--- src/rtl/piso_tx_if.sv ---
// Word-side valid/ready handshake of the piso_tx serializer.
interface piso_tx_if #(
  parameter int WIDTH = 8
);
  logic [WIDTH-1:0] par_i;
  logic             valid_i;
  logic             ready_o;

  modport master (output par_i, output valid_i, input ready_o);
  modport slave  (input par_i, input valid_i, output ready_o);
endinterface

--- src/rtl/piso_tx.sv ---
// Parallel-in serial-out transmitter: one word in over valid/ready, one bit per clock out.
// Define PISO_TX_PARITY_EN to append an even-parity beat after the data bits.
module piso_tx #(
  parameter int WIDTH     = 8,
  parameter bit MSB_FIRST = 1'b1
) (
  input  logic     clk,
  input  logic     nrst,
  piso_tx_if.slave in_if,
  output logic     ser_o,
  output logic     ser_en_o,
  output logic     busy_o,
  output logic     done_o
);

`ifdef PISO_TX_PARITY_EN
  localparam int BEATS = WIDTH + 1;
`else
  localparam int BEATS = WIDTH;
`endif
  localparam int            CW   = $clog2(WIDTH + 1);
  localparam logic [CW-1:0] LAST = CW'(BEATS - 1);

  typedef enum logic {IDLE, SHIFT} state_t;

  state_t           state_q;
  logic [WIDTH-1:0] sh_q;
  logic [CW-1:0]    cnt_q;
  logic             ser_q, ser_en_q, busy_q, done_q;

  logic             last, accept, first_bit, nxt_bit;
  logic [WIDTH-1:0] sh_d;

  assign last         = (state_q == SHIFT) && (cnt_q == LAST);
  assign in_if.ready_o = (state_q == IDLE) || last;
  assign accept       = in_if.valid_i && in_if.ready_o;

  // sh_q always holds the word aligned so the bit on ser_q sits at the output end;
  // the next bit is therefore the neighbour of that end.
  assign sh_d      = MSB_FIRST ? {sh_q[WIDTH-2:0], 1'b0} : {1'b0, sh_q[WIDTH-1:1]};
  assign first_bit = MSB_FIRST ? in_if.par_i[WIDTH-1] : in_if.par_i[0];

`ifdef PISO_TX_PARITY_EN
  logic par_q;

  always_ff @(posedge clk or negedge nrst) begin
    if (!nrst)       par_q <= 1'b0;
    else if (accept) par_q <= ^in_if.par_i;
  end

  // Beat after the final data bit carries the parity captured at load.
  assign nxt_bit = (cnt_q == CW'(WIDTH - 1)) ? par_q
                 : (MSB_FIRST ? sh_q[WIDTH-2] : sh_q[1]);
`else
  assign nxt_bit = MSB_FIRST ? sh_q[WIDTH-2] : sh_q[1];
`endif

  always_ff @(posedge clk or negedge nrst) begin
    if (!nrst) begin
      state_q  <= IDLE;
      sh_q     <= '0;
      cnt_q    <= '0;
      ser_q    <= 1'b0;
      ser_en_q <= 1'b0;
      busy_q   <= 1'b0;
      done_q   <= 1'b0;
    end else begin
      done_q <= last;
      if (accept) begin
        // Covers both the idle start and the gapless back-to-back reload.
        state_q  <= SHIFT;
        sh_q     <= in_if.par_i;
        cnt_q    <= '0;
        ser_q    <= first_bit;
        ser_en_q <= 1'b1;
        busy_q   <= 1'b1;
      end else if (last) begin
        state_q  <= IDLE;
        cnt_q    <= '0;
        ser_q    <= 1'b0;
        ser_en_q <= 1'b0;
        busy_q   <= 1'b0;
      end else if (state_q == SHIFT) begin
        sh_q  <= sh_d;
        cnt_q <= cnt_q + 1'b1;
        ser_q <= nxt_bit;
      end
    end
  end

  assign ser_o    = ser_q;
  assign ser_en_o = ser_en_q;
  assign busy_o   = busy_q;
  assign done_o   = done_q;

endmodule

--- src/flat_wrapper.sv ---
// flat-port wrapper written by rule: the top's interface ports become plain ports
module piso_tx_flat 
#(
  parameter int WIDTH     = 8,
  parameter bit MSB_FIRST = 1'b1
)
  (clk, nrst, ser_o, ser_en_o, busy_o, done_o, in_if_par_i, in_if_valid_i, in_if_ready_o);
  piso_tx_if #(.WIDTH(WIDTH)) in_if_i ();
  input  logic clk;
  input  logic nrst;
  output logic ser_o;
  output logic ser_en_o;
  output logic busy_o;
  output logic done_o;
  input wire logic [$bits(in_if_i.par_i)-1:0] in_if_par_i;
  input wire logic [$bits(in_if_i.valid_i)-1:0] in_if_valid_i;
  output wire logic [$bits(in_if_i.ready_o)-1:0] in_if_ready_o;
  assign in_if_i.par_i = in_if_par_i;
  assign in_if_i.valid_i = in_if_valid_i;
  assign in_if_ready_o = in_if_i.ready_o;
  piso_tx #(.WIDTH(WIDTH), .MSB_FIRST(MSB_FIRST)) u_core (.clk(clk), .nrst(nrst), .in_if(in_if_i), .ser_o(ser_o), .ser_en_o(ser_en_o), .busy_o(busy_o), .done_o(done_o));
endmodule
--- config.mk ---
export PLATFORM = sky130hd
export DESIGN_NAME = piso_tx_flat
export DESIGN_NICKNAME = d
export VERILOG_FILES = /design/src/rtl/piso_tx_if.sv /design/src/rtl/piso_tx.sv /design/src/flat_wrapper.sv
export SDC_FILE = /design/constraint.sdc
export NUM_CORES = 1
export LEC_CHECK = 0
export CAP_MARGIN = 20
export CORE_MARGIN = 1
export CORE_UTILIZATION = 47
export DETAILED_ROUTE_END_ITERATION = 7
export PLACE_DENSITY = 0.72
export SLEW_MARGIN = 40
export SYNTH_ARGS = -nofsm -noshare
export SYNTH_HDL_FRONTEND = slang
export SYNTH_SLANG_ARGS = --single-unit
--- constraint.sdc ---
create_clock -name clk -period 1.7 [get_ports clk]
set_clock_uncertainty 0.2 [all_clocks]
set_input_delay 0.17 -clock clk [delete_from_list [all_inputs] [get_ports clk]]
set_output_delay 0.17 -clock clk [all_outputs]
set_load 0.005 [all_outputs]
-- Word-level counts from Yosys, hierarchy flattened
Cells that the tools add are included.
- $add $sub $neg: 1
- $mul: 0
- divide/modulo/power cells: 0
- magnitude comparators: 0
- eq/ne operators: 2
- shifts and indexed selects: 0
- mux-type cells: 11
- bitwise gates (word level): 1
- reductions and logical operators: 7
- operator list (kind ; number):
    two-way mux 7 bit ; 3
    two-way mux 4 bit ; 3
    two-way mux 1 bit ; 5
    adder 4 x 1 -> 4 bit, second input constant ; 1
    == test 4 x 3 -> 1 bit, second input constant ; 1
    nonzero test 2 bit ; 2
    nonzero test 3 bit ; 1
    logical AND 1 bit ; 2
    != test 2 bit, second input constant ; 1
    AND reduction 2 bit ; 1
    logical OR 1 bit ; 1
    NOT 1 bit ; 1
- register bits after elaboration: 14
- latch bits: 0
- RAM bits: 0
- memory bits (read-only): 0
- input port bits: 11
- output and inout port bits: 5
- logic and storage cells: 27
- memories kept: 0

-- Logic depth before layout (Yosys ltp)
Gate-level depths: netlist of run 1.
- depth in word-level cells: 6
- gate-level depth with buffers: 5
- mapped depth without buffers: 4

-- Least setup slack after synthesis of run 1
No wires, ideal clock.
- path type: register to register
- from: register u_core.cnt_q[0]
- to: register u_core.sh_q[1]
- setup time: 0.125 ns
- arrival time: 1.212 ns
- data required time: 1.375 ns
- path slack: 0.163 ns
- stages on the path, launching flop included: 6
- path buffers: 1
- period minus slack after synthesis: 1.537 ns
- cells stage by stage: dfrtp_1 ha_1 nand3b_4 nand2_4 buf_6 mux2_4
- word-level cells in the longest chain between the ends: 6
- elaborated cells between the ends (all ways): 8
- classes of those cells: eq/ne (2); mux (1); reduce/logical (5)
- RTL lines (item ; line ; text):
    from (decl) ; piso_tx.sv:28 ; logic [CW-1:0] cnt_q;
    from (signal assigned) ; piso_tx.sv:85 ; cnt_q <= cnt_q + 1'b1;
    == test 4 x 3 -> 1 bit (*) ; piso_tx.sv:34 ; assign last = (state_q == SHIFT) && (cnt_q == LAST);
    logical AND 1 bit (*) ; piso_tx.sv:34 ;
    logical OR 1 bit (*) ; piso_tx.sv:35 ; assign in_if.ready_o = (state_q == IDLE) || last;
    named net in_if_ready_o ; flat_wrapper.sv:17 ; output wire logic [$bits(in_if_i.ready_o)-1:0] in_if_ready_o;
    logical AND 1 bit (*) ; piso_tx.sv:36 ; assign accept = in_if.valid_i && in_if.ready_o;
    != test 2 bit (no source line) or nonzero test 2 bit (tied branches) ; - ;
    AND reduction 2 bit (no source line) ; - ;
    to (signal assigned) ; piso_tx.sv:72 ; sh_q <= in_if.par_i;
    to (decl) ; piso_tx.sv:27 ; logic [WIDTH-1:0] sh_q;
Mark *: on every way through the listed nets, which the timed path passes. The rest lies on a longest branch.
A chain may end at the register's enable or synchronous reset.

-- Worst setup path after layout of run 1
- from: register u_core.cnt_q[0]
- to: output port in_if_ready_o
- word-level cells in the longest chain between the ends: 3
- RTL lines (item ; line):
    == test 4 x 3 -> 1 bit ; piso_tx.sv:34
    logical AND 1 bit ; piso_tx.sv:34
    logical OR 1 bit ; piso_tx.sv:35
    to (decl) ; flat_wrapper.sv:17
Every way passes these cells.

==> results.md, run 1 <==
- Run status: finished, final reports clean
- R2R cell count: 5
- WL/cell: 12.44 um
- Worst setup SP type: register
- Hold Crit Depth: 1
- Initial DRC Count: 7
- Largest family of logic cells by synthesized area: multiplexers
- Initial Util: 0.5218
- Most common cell after layout, fill and taps aside: clkdlybuf4s50_1
- Critical setup path kind: register to primary output
- Synth Area in Compound Gates: 0.06927
- Worst hold path endpoint: u_core.done_o
- RSZ-0062 raised after global routing: no
- Row count: 13
- Worst rel slew slack: 0.8740
- Power Dens Cells: around 1500 mW/mm^2
- Post-Syn Area per Cell: ~13 sq um
- # setup viols final: 0
- Multi-input gate area: between 300 and 400 sq um
- Largest net degree at the start of global routing: 15
- Internal: 1.049 mW
- Worst R2R Setup Slack: approximately 150 ps
- CP required: between 1000 and 1500 ps
- DP HPWL: around 860 um
- VDD IR-drop max: around 800 uV
- Sw frac: 0.3018
- Worst slew pin tran: 188.9 ps
- Worst-Skew Late Latency: approximately 280 ps
- Area leader, netlist: dfrtp_1
- I/O pin cnt: 16
- Most frequent cells in the layout: clkdlybuf4s50_1 (14), dfrtp_1 (13), buf_4 (12)
- CTS Buf Count: 3
- CTS root buffer: clkbuf_4
- Core Region: around 0.0014 sq mm
- Fmax: slightly above 600 MHz
- Initial antenna violation count: 0
- Mux contribution to synthesized area: 0.2469
- Worst hold path type: register to register
- First-pass GRT wire length: between 1.5 and 2 mm
- Synth Area in Adders: 0.01776
- Logic pwr share: 0.472
- Total Wirelength: approximately 1.2 mm
- Leakage dissipation: 0.4700 nW
- Power share of the clock group: 0.155
- Post-layout util: 0.7322
- Final antenna diode count: 0
- Via count: roughly 480
- Vias per std cell: between 4 and 5
- Crit-path max FO: 3
- Tmin final: around 1600 ps
- Top cells by area, synth: dfrtp_1 (50%), mux2_2 (11%), mux2_4 (11%)
- H-tree lvl count: 1
- Gpl congestion: approximately 0.71
- Post-synth top area share: 0.4973
- CTS clock-pin slew for the worst setup and hold paths: about 80 ps
- Area grow syn2layout: 40.32%
- Final hold violation count: 0
- First drt pass iteration count: 2
- Chip height: slightly above 40 um
- Post-Syn Nets: 65
- RR Startpoint: u_core.cnt_q[1]
- Mapped cell area: approximately 700 sq um
- DIE AREA: 0.001658 sq mm
- Critical Path Sink Type: primary output
- Synth Instances: 53
- Drt drc: 0
- Signal arrival time at the worst endpoint: 1270 ps
- Seq/Total Area, Yosys: 0.4973
- Reg power frac: 0.373
- # port buffers: 15
- HP Start: u_core.cnt_q[3]
- Post-DP Area: around 910 sq um
- Final Net Count: 94
- Design Area, Final: 988.4 sq um
- Storage element area: 351.6 sq um
- Worst flop-to-flop path endpoint: u_core.ser_o
- Synth Area in XOR/XNOR: 0.01243
- Post-synthesis cell type count: 20
- Die width: 40.72 um
- Fraction of layout cells with a size suffix above 1: 0.4074
- Fin. max-slew vios: 0
- Sink Count: 14
- Global route total overflow: 0
- Sw power: 0.4536 mW
- CTS tree: done
- Vias in the first global route: between 400 and 500
- Fillers: 101
- Routed Antenna Nets: 0
- Longest Clk Path Bufs: 2
- Fin crit share: 0.9636
- Total GRT Usage: 0.1757
- Max Cap Viol: 0
- Yosys reg bits: 14
- Yosys warning count: 0
- Post-Synth Simple-Gate Area: 0.1083
## Yosys cell counts
cell type and number:
mux2_2 7, o21ai_0 5, nor2b_1 1, xor2_1 1
buf_4 3, dfrtp_1 14, mux2i_1 2, nand2_1 3
nand2_4 1, nor3b_1 1, buf_6 1, nand2b_1 1
a21oi_1 1, nand3_1 2, a31o_2 1, mux2_4 5
ha_1 1, nor2_1 1, a32o_1 1, nand3b_4 1
## final cells by class
type / count / area share
Sequential cell: 14 / 0.3557
Multi-Input combinational cell: 35 / 0.3367
Timing Repair Buffer: 28 / 0.2519
Clock buffer: 4 / 0.03671
Tap cell: 15 / 0.01899
## state kept, by name, indices dropped and copies added, names as in the netlist
signal and count:
u_core.sh_q 7, u_core.cnt_q 4, u_core.ser_en_o 1, u_core.ser_o 1, u_core.done_o 1
## how the worst max path moves through the flow
stage                          end  cells after the start            start  slack [ps]
global placement    u_core.sh_q[4]                      4    in_if_valid_i          -9
CTS                       ser_en_o                      1  u_core.ser_en_o          10
global route         in_if_ready_o                      4  u_core.cnt_q[1]          10
detailed placement  u_core.sh_q[3]                      4    in_if_valid_i         -30
finish               in_if_ready_o                      4  u_core.cnt_q[0]          60
floorplan           u_core.sh_q[1]                      5  u_core.cnt_q[0]         160
## metal layers
layer / vias to the layer above / share of wire / track usage
met5: - / 0 / 0
met3: 2 / 0.041 / 0.03261
met1: 222 / 0.49 / 0.2509
met2: 11 / 0.46 / 0.2460
li1: 244 / - / -
met4: 0 / 0.0042 / 0.1000
## power groups by stage
stage,clock network (mW),registers [mW],logic (mW)
after floorplan,0,0.538,0.446
after global placement,0,0.563,0.644
after detailed placement,0,0.561,0.661
after CTS,0.245,0.569,0.688
after global routing,0.258,0.576,0.771
final,0.233,0.560,0.710
## stage by stage
step | hold WS, ps | power (mW) | setup TNS, ps | setup WS [ps] | instances
3_5_place_dp | 287.8 | 1.223 | -120.0 | -28.33 | 89
6_report | 303.3 | 1.503 | 0 | 61.82 | 96
3_3_place_gp | 285.9 | 1.207 | -29.96 | -9.063 | 89
4_1_cts | 300.2 | 1.502 | 0 | 11.27 | 94
5_1_grt | 309.9 | 1.604 | 0 | 13.86 | 96
2_1_floorplan | -325.6 | 0.9841 | 0 | 163.2 | 53
## critical path: stages (launching register included)
cell	delay, ps
dfrtp_1	420
ha_4	190
nand3b_4	90
nand2_4	60
dlygate4sd2_1	250
## cell families (layout without fill, tap and decap cells)
| family | after synthesis | after routing |
|---|---|---|
| adders and majority gates | 1 | 1 |
| and+or+nand+nor | 11 | 11 |
| muxes | 14 | 14 |
| buffers and inverters | 4 | 32 |
| AOI/OAI and AO/OA | 8 | 8 |
| DFF | 14 | 14 |
| xor gates and xnor gates | 1 | 1 |
## timing repair
action / 4_1_cts / 5_1_grt
pin swaps: 1 / 0
resized for setup: 4 / 0
setup endpoints to repair: 3 / 2
setup buffers: 0 / 2
hold buffers: 1 / 0
endpoints found under the hold margin: 8 / 0
Note: power is estimated with default switching activity, not from simulation.
==> run 2, diff against run 1 <==
CORE_UTILIZATION = 49   (was 47)
DONT_BUFFER_PORTS = 1   (was not set)
GPL_TIMING_DRIVEN = 0   (was not set)
MAX_ROUTING_LAYER = met4   (was not set)
PLACE_DENSITY = 0.61   (was 0.72)
==> run 2 against run 1 <==
  * First-iteration DRC count is 43% higher
  * Via count decreased by 1.9%
  * Non-clock buffer count is 14 lower
  * Critical path depth is the same
  * Cell count is 15% lower
  * Sequential cell count unchanged
  * Global-route usage up 4.6 points
  * Hold slack worse by 150 ps
  * Combinational power decreased by 20%
==> results.md, run 2 (same netlist as run 1, synthesis figures left out) <==
- First drt pass iteration count: 4
- Chip height: 39.92 um
- Total GRT Usage: 0.2217
- CTS root buffer: clkbuf_4
- First-pass GRT wire length: 2.242 mm
- Fillers: roughly 110
- Fin crit share: 0.9509
- Area grow syn2layout: 23.98%
- Run status: finished, final reports clean
- Vias in the first global route: 533
- Setup Buffers After CTS: 0
- Routed Antenna Nets: 0
- Fmax: slightly above 600 MHz
- Initial antenna violation count: 0
- Gpl congestion: 0.7083
- Post-layout util: 0.6629
- Critical path's slowest cell: dfrtp_1
- DP HPWL: 906.7 um
- CP top delay family: flip-flops
- Max Cap Viol: 0
- Worst hold path type: input port to asynchronous set/reset pin
- Largest net degree at the start of global routing: 15
- Largest registers: u_core.sh_q: 7 flops, u_core.cnt_q: 4 flops
- Worst slew pin tran: about 640 ps
- Core Region: about 0.0013 sq mm
- Power share of the clock group: 0.172
- CP max stage delay: 420 ps
- Final antenna diode count: 0
- Total power: 1.379 mW
- Total Wirelength: 1.309 mm
- CTS clock-pin slew for the worst setup and hold paths: approximately 80 ps
- Reg power frac: 0.418
- Sw power: approximately 0.45 mW
- Initial DRC Count: 10
- CTS Buf Count: 3
- Buf/Inv on CP: 1
- Internal: between 0.9 and 1 mW
- # setup viols final: 0
- Row count: 13
- Longest Clk Path Bufs: 2
- I/O pin cnt: 16
- DIE AREA: about 0.0016 sq mm
- Initial Util: 0.5347
- WL/cell: around 16 um
- Sink Count: 14
- Power Dens Cells: 1579 mW/mm^2
- Fraction of layout cells with a size suffix above 1: 0.3731
- Post-route non-filler standard cell count: between 80 and 90
- Worst slack, placed: 56.57 ps
- Via count: 470
- RSZ-0062 raised after global routing: no
- VDD IR-drop max: around 960 uV
- Worst rel slew slack: 0.5697
- Final hold violation count: 0
- Global route total overflow: 0
- Worst setup SP type: register
- Most frequent cells in the layout: dfrtp_1 (13), dlygate4sd3_1 (10), mux2_2 (7)
- CP required: approximately 1300 ps
- H-tree lvl count: 1
- CP Cell Sequence: ha_4 -> nand3b_4 -> nand2_4 -> buf_6
- Crit-path max FO: 10
- Final setup margin: between 80 and 90 ps
- Setup_tns: 0 ps
- Most common cell after layout, fill and taps aside: dfrtp_1
- Critical Path Sink Type: primary output
- Drt drc: 0
- Worst-Skew Late Latency: 280 ps
- Leakage dissipation: about 0.41 nW
- CTS tree: done
- # port buffers: 0
- Vias per std cell: ~5.7
- Logic pwr share: 0.410
- Final Net Count: 80
- Tmin final: 1617 ps
- Sw frac: 0.3267
- # placed instances: 68
- Critical setup path kind: register to primary output
- Die width: 39.92 um
- Most flop-heavy register: u_core.sh_q
- Signal arrival time at the worst endpoint: roughly 1300 ps
- Fin. max-slew vios: 0
- Max reg flops: 7
==> run 2: cell types whose count changed in the layout (fill, tap and decap cells not counted), sizes merged <==
cell	change
buf	-8
clkdlybuf4s50	-14
dlygate4sd3	+9
dlygate4sd2	-1
==> run 2: power groups by stage <==
stage | logic, mW | clock network, mW | registers, mW
after detailed placement | 0.514 | 0 | 0.564
after global routing | 0.624 | 0.256 | 0.593
after global placement | 0.484 | 0 | 0.554
after floorplan | 0.446 | 0 | 0.538
final | 0.566 | 0.237 | 0.576
after CTS | 0.542 | 0.245 | 0.558
==> run 2: per-layer routing <==
metal,vias up,routed length (um),global-route usage
li1,216,-,-
met1,235,540,0.2491
met2,15,703,0.3911
met3,4,51,0.03409
met4,0,14,0.07759
met5,-,0,-
==> run 2: worst paths after layout <==
kind	endpoint	slack, ps	startpoint	depth (start not counted)
setup / recovery	in_if_ready_o	80	u_core.cnt_q[1]	4
hold reg to reg	u_core.sh_q[4]	310	u_core.sh_q[3]	1
setup reg to reg	u_core.sh_q[1]	120	u_core.cnt_q[1]	5
max in group asynchronous	u_core.cnt_q[0]	700	nrst	1
min in group clk	u_core.sh_q[4]	310	u_core.sh_q[3]	1
hold / removal	u_core.ser_en_o	150	nrst	1
==> run 2: through the flow <==
| stage | hold slack [ps] | area, sq um |
|---|---|---|
| finish | 150.8 | 873.3 |
| CTS | 162.1 | 859.6 |
| global placement | -325.3 | 723.2 |
| detailed placement | -325.3 | 723.2 |
| floorplan | -325.6 | 704.4 |
| global route | 203.6 | 873.3 |
==> run 2: timing repair <==
action	4_1_cts	5_1_grt
hold buffers	10	0
hold endpoints to repair	24	0
setup endpoints to repair	0	6
resized for setup	0	3
==> run 2: cell type report <==
class / instances / area [sq um] / area share
well taps: 15 / 18.77 / 0.02149
flip-flops and latches: 14 / 351.6 / 0.4026
clock buffers: 4 / 36.28 / 0.04155
plain buffers: 4 / 33.78 / 0.03868
multi-input cells: 35 / 332.8 / 0.3811
repair buffers: 10 / 100.1 / 0.1146
==> run 2: worst reg2reg max path: stages, from the launching register on <==
cell      delay, ps
dfrtp_1         420
ha_4            180
nand3b_4        110
nand2_4         100
buf_6           150
mux2_4          310
==> run 3, diff against run 2 <==
CAP_MARGIN = 40   (was 20)
==> results of run 3 <==
No change in the layout: final DEF, timing and power equal those of run 2.
